`config.mk`:
```
export PLATFORM = sky130hd
export DESIGN_NAME = maxterm_sweep_ctrl
export DESIGN_NICKNAME = d
export VERILOG_FILES = /design/src/rtl/maxterm_sweep_ctrl.sv
export SDC_FILE = /design/constraint.sdc
export NUM_CORES = 1
export LEC_CHECK = 0
export ABC_CLOCK_PERIOD_IN_PS = 3100
export CAP_MARGIN = 0
export CORE_MARGIN = 4
export CORE_UTILIZATION = 30
export DETAILED_ROUTE_END_ITERATION = 8
export RECOVER_POWER = 25
export SLEW_MARGIN = 25
export SYNTH_ARGS = -nofsm -noshare
export SYNTH_HDL_FRONTEND = slang
export SYNTH_SLANG_ARGS = --single-unit
```
`constraint.sdc`:
```
create_clock -name clk -period 3.1 [get_ports clk]
set_clock_uncertainty 0.05 [all_clocks]
set_input_delay 0.93 -clock clk [delete_from_list [all_inputs] [get_ports clk]]
set_output_delay 0.93 -clock clk [all_outputs]
set_load 0.03 [all_outputs]
```
`src/rtl/maxterm_sweep_ctrl.sv`:
```
// Sweep sequencer for 3-input maxterm function units: steps {x,y,z} through
// 0..7, samples every unit's resp after a settle delay and checks it against a latched truth table.
module maxterm_sweep_ctrl #(
    parameter int NFUNC  = 5,
    parameter int SETTLE = 1
) (
    input  logic               clk,
    input  logic               rst_n,
    input  logic               start,
    input  logic               abort,
    input  logic [8*NFUNC-1:0] exp_mask,
    input  logic [NFUNC-1:0]   dut_resp,
    output logic               x,
    output logic               y,
    output logic               z,
    output logic [2:0]         cont,
    output logic               busy,
    output logic               done,
    output logic               pass,
    output logic [NFUNC-1:0]   fail_vec,
    output logic [2:0]         first_fail_idx,
    output logic               first_fail_vld
);

    localparam logic [1:0] IDLE   = 2'd0;
    localparam logic [1:0] DRIVE  = 2'd1;
    localparam logic [1:0] SAMPLE = 2'd2;
    localparam logic [1:0] DONE   = 2'd3;

    localparam int CW = (SETTLE > 1) ? $clog2(SETTLE) : 1;
    localparam logic [CW-1:0] SETTLE_LAST = CW'(SETTLE - 1);

    logic [1:0]         state;
    logic [CW-1:0]      settle_cnt;
    logic [8*NFUNC-1:0] mask;
    logic [NFUNC-1:0]   mism;
    logic [NFUNC-1:0]   fail_next;

    // cont is the registered index; the stimulus pins are just its bits
    assign {x, y, z} = cont;

    for (genvar f = 0; f < NFUNC; f++) begin : g_mism
        logic [7:0] tab;
        assign tab     = mask[8*f +: 8];
        assign mism[f] = dut_resp[f] ^ tab[cont];
    end

    assign fail_next = fail_vec | mism;

    always_ff @(posedge clk or negedge rst_n) begin
        if (!rst_n) begin
            state          <= IDLE;
            cont           <= '0;
            busy           <= 1'b0;
            done           <= 1'b0;
            pass           <= 1'b0;
            fail_vec       <= '0;
            first_fail_idx <= '0;
            first_fail_vld <= 1'b0;
            settle_cnt     <= '0;
            mask           <= '0;
        end else begin
            done <= 1'b0;
            // abort overrides every transition; partial fail_vec is preserved
            if (abort) begin
                state      <= IDLE;
                cont       <= '0;
                busy       <= 1'b0;
                settle_cnt <= '0;
            end else begin
                case (state)
                    IDLE: begin
                        cont <= '0;
                        if (start) begin
                            mask           <= exp_mask;
                            fail_vec       <= '0;
                            pass           <= 1'b0;
                            first_fail_vld <= 1'b0;
                            settle_cnt     <= '0;
                            busy           <= 1'b1;
                            state          <= DRIVE;
                        end
                    end
                    DRIVE: begin
                        if (settle_cnt == SETTLE_LAST) begin
                            state <= SAMPLE;
                        end else begin
                            settle_cnt <= settle_cnt + CW'(1);
                        end
                    end
                    SAMPLE: begin
                        fail_vec   <= fail_next;
                        settle_cnt <= '0;
                        if ((mism != '0) && !first_fail_vld) begin
                            first_fail_idx <= cont;
                            first_fail_vld <= 1'b1;
                        end
                        if (cont == 3'd7) begin
                            state <= DONE;
                            busy  <= 1'b0;
                            done  <= 1'b1;
                            pass  <= (fail_next == '0);
                            cont  <= '0;
                        end else begin
                            cont  <= cont + 3'd1;
                            state <= DRIVE;
                        end
                    end
                    DONE: begin
                        state <= IDLE;
                    end
                    default: begin
                        state <= IDLE;
                    end
                endcase
            end
        end
    end

endmodule

```
==> results of run 1 <==
==> sequential cells by signal, indices dropped and copies added (netlist names) <==
signal and cells:
cont 3, state 2, first_fail_idx 3, pass 1
done 1, busy 1, mask 40, fail_vec 5
first_fail_vld 1
==> cells in the mapped netlist (all sizes together) <==
| master | instances | area, um^2 |
|---|---|---|
| dfrtp | 57 | 1426 |
| mux2 | 43 | 484.2 |
| mux2i | 17 | 170.2 |
| nor2 | 14 | 52.55 |
| a21oi | 10 | 50.05 |
| buf | 8 | 87.58 |
| clkbuf | 6 | 32.53 |
| mux4 | 6 | 142.6 |
| xnor2 | 5 | 43.79 |
| ha | 2 | 25.02 |
| inv | 2 | 7.510 |
| nor2b | 2 | 12.51 |
| nor3 | 2 | 10.01 |
| nor3b | 2 | 15.01 |
| a22oi | 1 | 7.510 |
| and2 | 1 | 6.260 |
| and3 | 1 | 6.260 |
| nand2 | 1 | 3.750 |
| nand3 | 1 | 5.000 |
| nor4 | 1 | 12.51 |
| o211ai | 1 | 21.27 |
| o21ai | 1 | 5.000 |
| o31ai | 1 | 7.510 |
| o41ai | 1 | 8.760 |
| or4 | 1 | 11.26 |
==> routing by layer <==
metal / part of all wire, % / track usage [%] / vias to the layer above
li1: - / - / 813
met1: 45 / 15.19 / 867
met2: 49 / 19.14 / 46
met3: 5.9 / 4.437 / 4
met4: 0.62 / 3.633 / 0
met5: 0 / 0 / -
==> stage by stage <==
step	hold WS (ns)	cells	power [W]	instance area, um^2	setup slack (ns)
CTS	0.4591	373	0.002109	3642	0.2509
detailed placement	0.4447	357	0.001372	3435	0.2457
floorplan	0.4252	187	0.001202	2655	0.2841
global route	0.4773	373	0.002186	3635	0.1604
global placement	0.4364	357	0.001361	3435	0.2627
finish	0.4550	373	0.002068	3635	0.2851
==> cell type report <==
class	instances	area [um^2]
well taps	108	135.1
clock buffers	14	172.7
inverters	2	7.507
multi-input cells	114	1110
flip-flops and latches	57	1426
clock inverters	2	35.03
repair buffers	76	748.2
fillers	840	5044
==> power by group through the flow <==
stage | Sequential (W) | Combinational [W] | Clock (W)
final | 0.000942 | 0.000403 | 0.000722
after detailed placement | 0.000959 | 0.000413 | 0
after global placement | 0.000955 | 0.000406 | 0
after CTS | 0.000945 | 0.000413 | 0.000752
after floorplan | 0.000959 | 0.000243 | 0
after global routing | 0.000961 | 0.000444 | 0.000780
==> how the worst min path moves through the flow <==
stage | from | to | slack [ns] | depth (start not counted)
5_1_grt | mask[31] | mask[31] | 0.48 | 1
3_3_place_gp | mask[31] | mask[31] | 0.44 | 1
3_5_place_dp | mask[17] | mask[17] | 0.44 | 1
6_report | mask[20] | mask[20] | 0.46 | 1
4_1_cts | mask[32] | mask[32] | 0.46 | 1
2_1_floorplan | mask[28] | mask[28] | 0.43 | 1
==> cells by family after synthesis <==
logic type	count (synthesis)	share of synthesized area, %
flip-flops	57	53.72
XOR/XNOR	5	1.649
AO/OA/AOI/OAI	15	3.770
multiplexers	66	30.02
adder cells (fa/ha/maj)	2	0.9424
AND/OR/NAND/NOR	26	5.089
buffers and inverters	16	4.807
==> results.toml, run 1 <==
[critical_path]
r2r-start = "cont[1]"
worstSetupStartpoint = "cont[1]"
r2r_slack_ns = 0.29
crit_fanout = 7
cp_data_required_time_ns = 3.27
path_cells = "buf_4 -> mux2i_1 -> mux4_1 -> xnor2_1 -> or4_4 -> o211ai_4 -> mux2_2"
cpLargestDelayFamily = "multiplexers"
cp_slowest_stage_delay_ns = 0.59
crit_end = "first_fail_idx[2]"
reg2regPathDepth = 7
cp.buffers_inverters = 1
cp-start-kind = "register"
cp_slowest_cell = "dfrtp_1"
endpoint_kind = "register"
crit_arrival_ns = 2.98
cp.depth = 7
worstReg2RegEnd = "first_fail_idx[2]"
path_class = "reg -> reg"

[power_and_ir_drop]
combPwrFrac_pct = 19.5
leakage_nw = 1.461
switchingPower_w = 0.0005144
p_int_w = 0.001553
swShare_pct = 24.88
power_frac_seq_pct = 45.6
peakVddDrop_mv = 0.1915
p_clk_share_pct = 34.9
powerDensity_nw_per_um2 = 568.9

[cts]
cts_max_path_buffers = 2
ctsResizeCount = 0
cts_buffers = 9
postCtsSetupRepairBufs = 0
root_buffer = "clkbuf_8"
hold_buffers = 0
clk_latency_ns = 0.33
clkTransAtPathRegs_ns = 0.07
htree_levels = 3
clock_sinks = 57
cts_tree = "done"

[cells_and_area]
utilization_pct = 41.88
final_cell_mix = "clkdlybuf4s50_1 (65), dfrtp_1 (57), mux2_2 (43), mux2i_1 (17), nor2_1 (14)"
post_route_cells_drive_above_1_share_pct = 27.55
antennaDiodeCount = 0
synthToLayoutAreaGrowth_pct = 36.90
fin_nets = 311
final_common_cell = "clkdlybuf4s50_1"

[sta]
min_period_ns = 2.815
finalCritPeriodShare_pct = 90.80
setup_viol = 0
slew_violations = 0
max_freq_ghz = 0.3553
slew_headroom_pct = 30.93
tns_ns = 0
worst_slew_pin_slew_ns = 1.036
hold_viol = 0
rsz0062_at_grt = "false"

[routing]
firstDrtPassIters = 6
drt_iter0_markers = 59
via_per_inst = 4.638
num_vias = 1730
route.detailed.drc = 0
ant_nets = 0
wire_per_inst_um = 15.19
routed_wl_mm = 5.665

[die]
die_y_um = 102.1
io_pins = 67
std_cell_rows = 34
fp.dieArea_um2 = 10420
die_x_um = 102.1
start_util_pct = 30.59
coreArea_um2 = 8678

[synth]
syn-num-nets = 238
synth_area_um2 = 2655
ys_warn_count = 0
ys_seq_area_share_pct = 53.72
syn_avg_cell_area_um2 = 14.20
synth_seq_cells = 57
ys_types = 29
synth_cells = 187

[global_routing]
grt_pass1_vias = 1826
grt_pass1_wl_mm = 9.266
grt_max_degree = 47
antenna_found_initial = 0
overflow = 0
grt_usage_pct = 11.97

[place]
dpl.hpwl_mm = 4.137
place.gp.congestion = 0.7531
io_buffers = 66

[run]
cap_violations = 0

[hold_path]
hold_class = "reg -> reg"

[run_status]
status = "complete, no violations"
No activity file was read; power rests on OpenSTA's default activity.
==> inputs of run 2 (changes only) <==
==> constraint.sdc (replaced) <==
create_clock -name clk -period 3.1 [get_ports clk]
set_clock_uncertainty 0.05 [all_clocks]
set_input_delay 0.465 -clock clk [delete_from_list [all_inputs] [get_ports clk]]
set_output_delay 0.465 -clock clk [all_outputs]
set_load 0.03 [all_outputs]
==> results.toml, run 2 (synthesis gave the netlist of run 1 again) <==
[cts]
cts_max_path_buffers = 2
hold_buffers = 0
clk_latency_ns = 0.33
cts_tree = "done"
cts_buffers = 9
htree_levels = 3
clkTransAtPathRegs_ns = 0.06
clock_sinks = 57
ctsResizeCount = 0
root_buffer = "clkbuf_8"
postCtsSetupRepairBufs = 0

[routing]
wire_per_inst_um = 15.47
num_vias = 1697
ant_nets = 0
route.detailed.drc = 0
via_per_inst = 4.611
routed_wl_mm = 5.693
firstDrtPassIters = 3
drt_iter0_markers = 42

[cells_and_area]
largest_reg_flops = 40
fillers = 848
largest-register = "mask"
fin_nets = 308
reg.largest.list = "mask: 40 flops, fail_vec: 5 flops"
final_common_cell = "clkdlybuf4s50_1"
final_cell_mix = "clkdlybuf4s50_1 (65), dfrtp_1 (57), mux2_2 (43), mux2i_1 (17), nor2_1 (14)"
seq_area_um2 = 1426
multi_input_area_um2 = 1110
post_route_cells_drive_above_1_share_pct = 26.15
synthToLayoutAreaGrowth_pct = 34.59
antennaDiodeCount = 0

[run_status]
failed_checks = "max-capacitance violations, max-slew violations"
status = "complete, but fails checks"

[place]
io_buffers = 66
pre_cts_slack_ns = 0.3049
place.gp.congestion = 0.7704
dpl.hpwl_mm = 4.157

[sta]
tns_ns = 0
slew_headroom_pct = -59.30
max_freq_ghz = 0.3605
finalCritPeriodShare_pct = 89.47
rsz0062_at_grt = "false"
setup_slack_ns = 0.3264
hold_viol = 0
slew_violations = 45
worst_slew_pin_slew_ns = 2.390
min_period_ns = 2.774
setup_viol = 0

[die]
std_cell_rows = 34
fp.dieArea_um2 = 10420
io_pins = 67
start_util_pct = 30.59
die_y_um = 102.1
die_x_um = 102.1
coreArea_um2 = 8678

[critical_path]
cp.buffers_inverters = 1
cp_slowest_stage_delay_ns = 0.52
cpLargestDelayFamily = "multiplexers"
crit_fanout = 8
cp_slowest_cell = "mux4_1"
path_cells = "buf_4 -> mux2i_1 -> mux4_1 -> xnor2_1 -> or4_4 -> o211ai_4 -> mux2_2"
cp-start-kind = "register"
cp_data_required_time_ns = 3.26
reg2regPathDepth = 7
cp.depth = 7
path_class = "reg -> reg"
crit_arrival_ns = 2.94
endpoint_kind = "register"

[power_and_ir_drop]
leakage_nw = 1.426
peakVddDrop_mv = 0.1679
powerDensity_nw_per_um2 = 541.0

[global_routing]
antenna_found_initial = 0
grt_usage_pct = 12.15
overflow = 0
grt_pass1_wl_mm = 9.397
grt_max_degree = 47
grt_pass1_vias = 1857

[run]
cap_violations = 1

[hold_path]
hold_depth = 1
hold_class = "reg -> reg"
[run 2: cell count changes in the layout (fill, tap and decap cells not counted)]
cell       before  now
buf_4           6    5
bufinv_16       1    0
clkbuf_2        1    0
clkbuf_8       12   11
clkinv_2        1    0
[run 2: routing by layer]
layer	vias up	GRT usage, %	share of wire (%)
met4	0	4.541	1.5
met5	-	0	0
li1	817	-	-
met2	39	18.49	47
met1	833	15.35	46
met3	8	5.324	6.0
[run 2: area by class of cell]
type,instances,share of cell area (%)
repair buffers,73,20.48
clock buffers,14,4.552
flip-flops and latches,57,39.92
multi-input cells,114,31.06
inverters,2,0.2101
well taps,108,3.782
[run 2: worst paths after layout]
kind	start	endpoint	slack, ns
worst max-delay path	cont[1]	first_fail_idx[1]	0.33
worst min-delay path	mask[17]	mask[17]	0.45
worst max register to register	cont[1]	first_fail_idx[1]	0.33
worst min register to register	mask[17]	mask[17]	0.45
max in group asynchronous	rst_n	mask[31]	0.83
min in group asynchronous	rst_n	mask[1]	0.81
[run 2: per-stage QoR]
step	hold slack (ns)	cell area (um^2)	util [%]	cells	total power, W
6_report	0.4536	3573	41.18	368	0.001933
5_1_grt	0.4707	3573	41.18	368	0.002056
4_1_cts	0.2794	3575	41.19	368	0.001967
3_5_place_dp	0.4443	3412	39.32	354	0.001373
3_3_place_gp	0.4405	3412	39.32	354	0.001364
2_1_floorplan	0.1194	2655	-	187	0.001202
[run 2: power by group]
group	switching (W)	total, W	internal, W
clock	0.000259	0.000585	0.000326
sequential	0.0000719	0.000946	0.000874
combinational	0.000159	0.000402	0.000243
total	0.000490	0.00193	0.00144
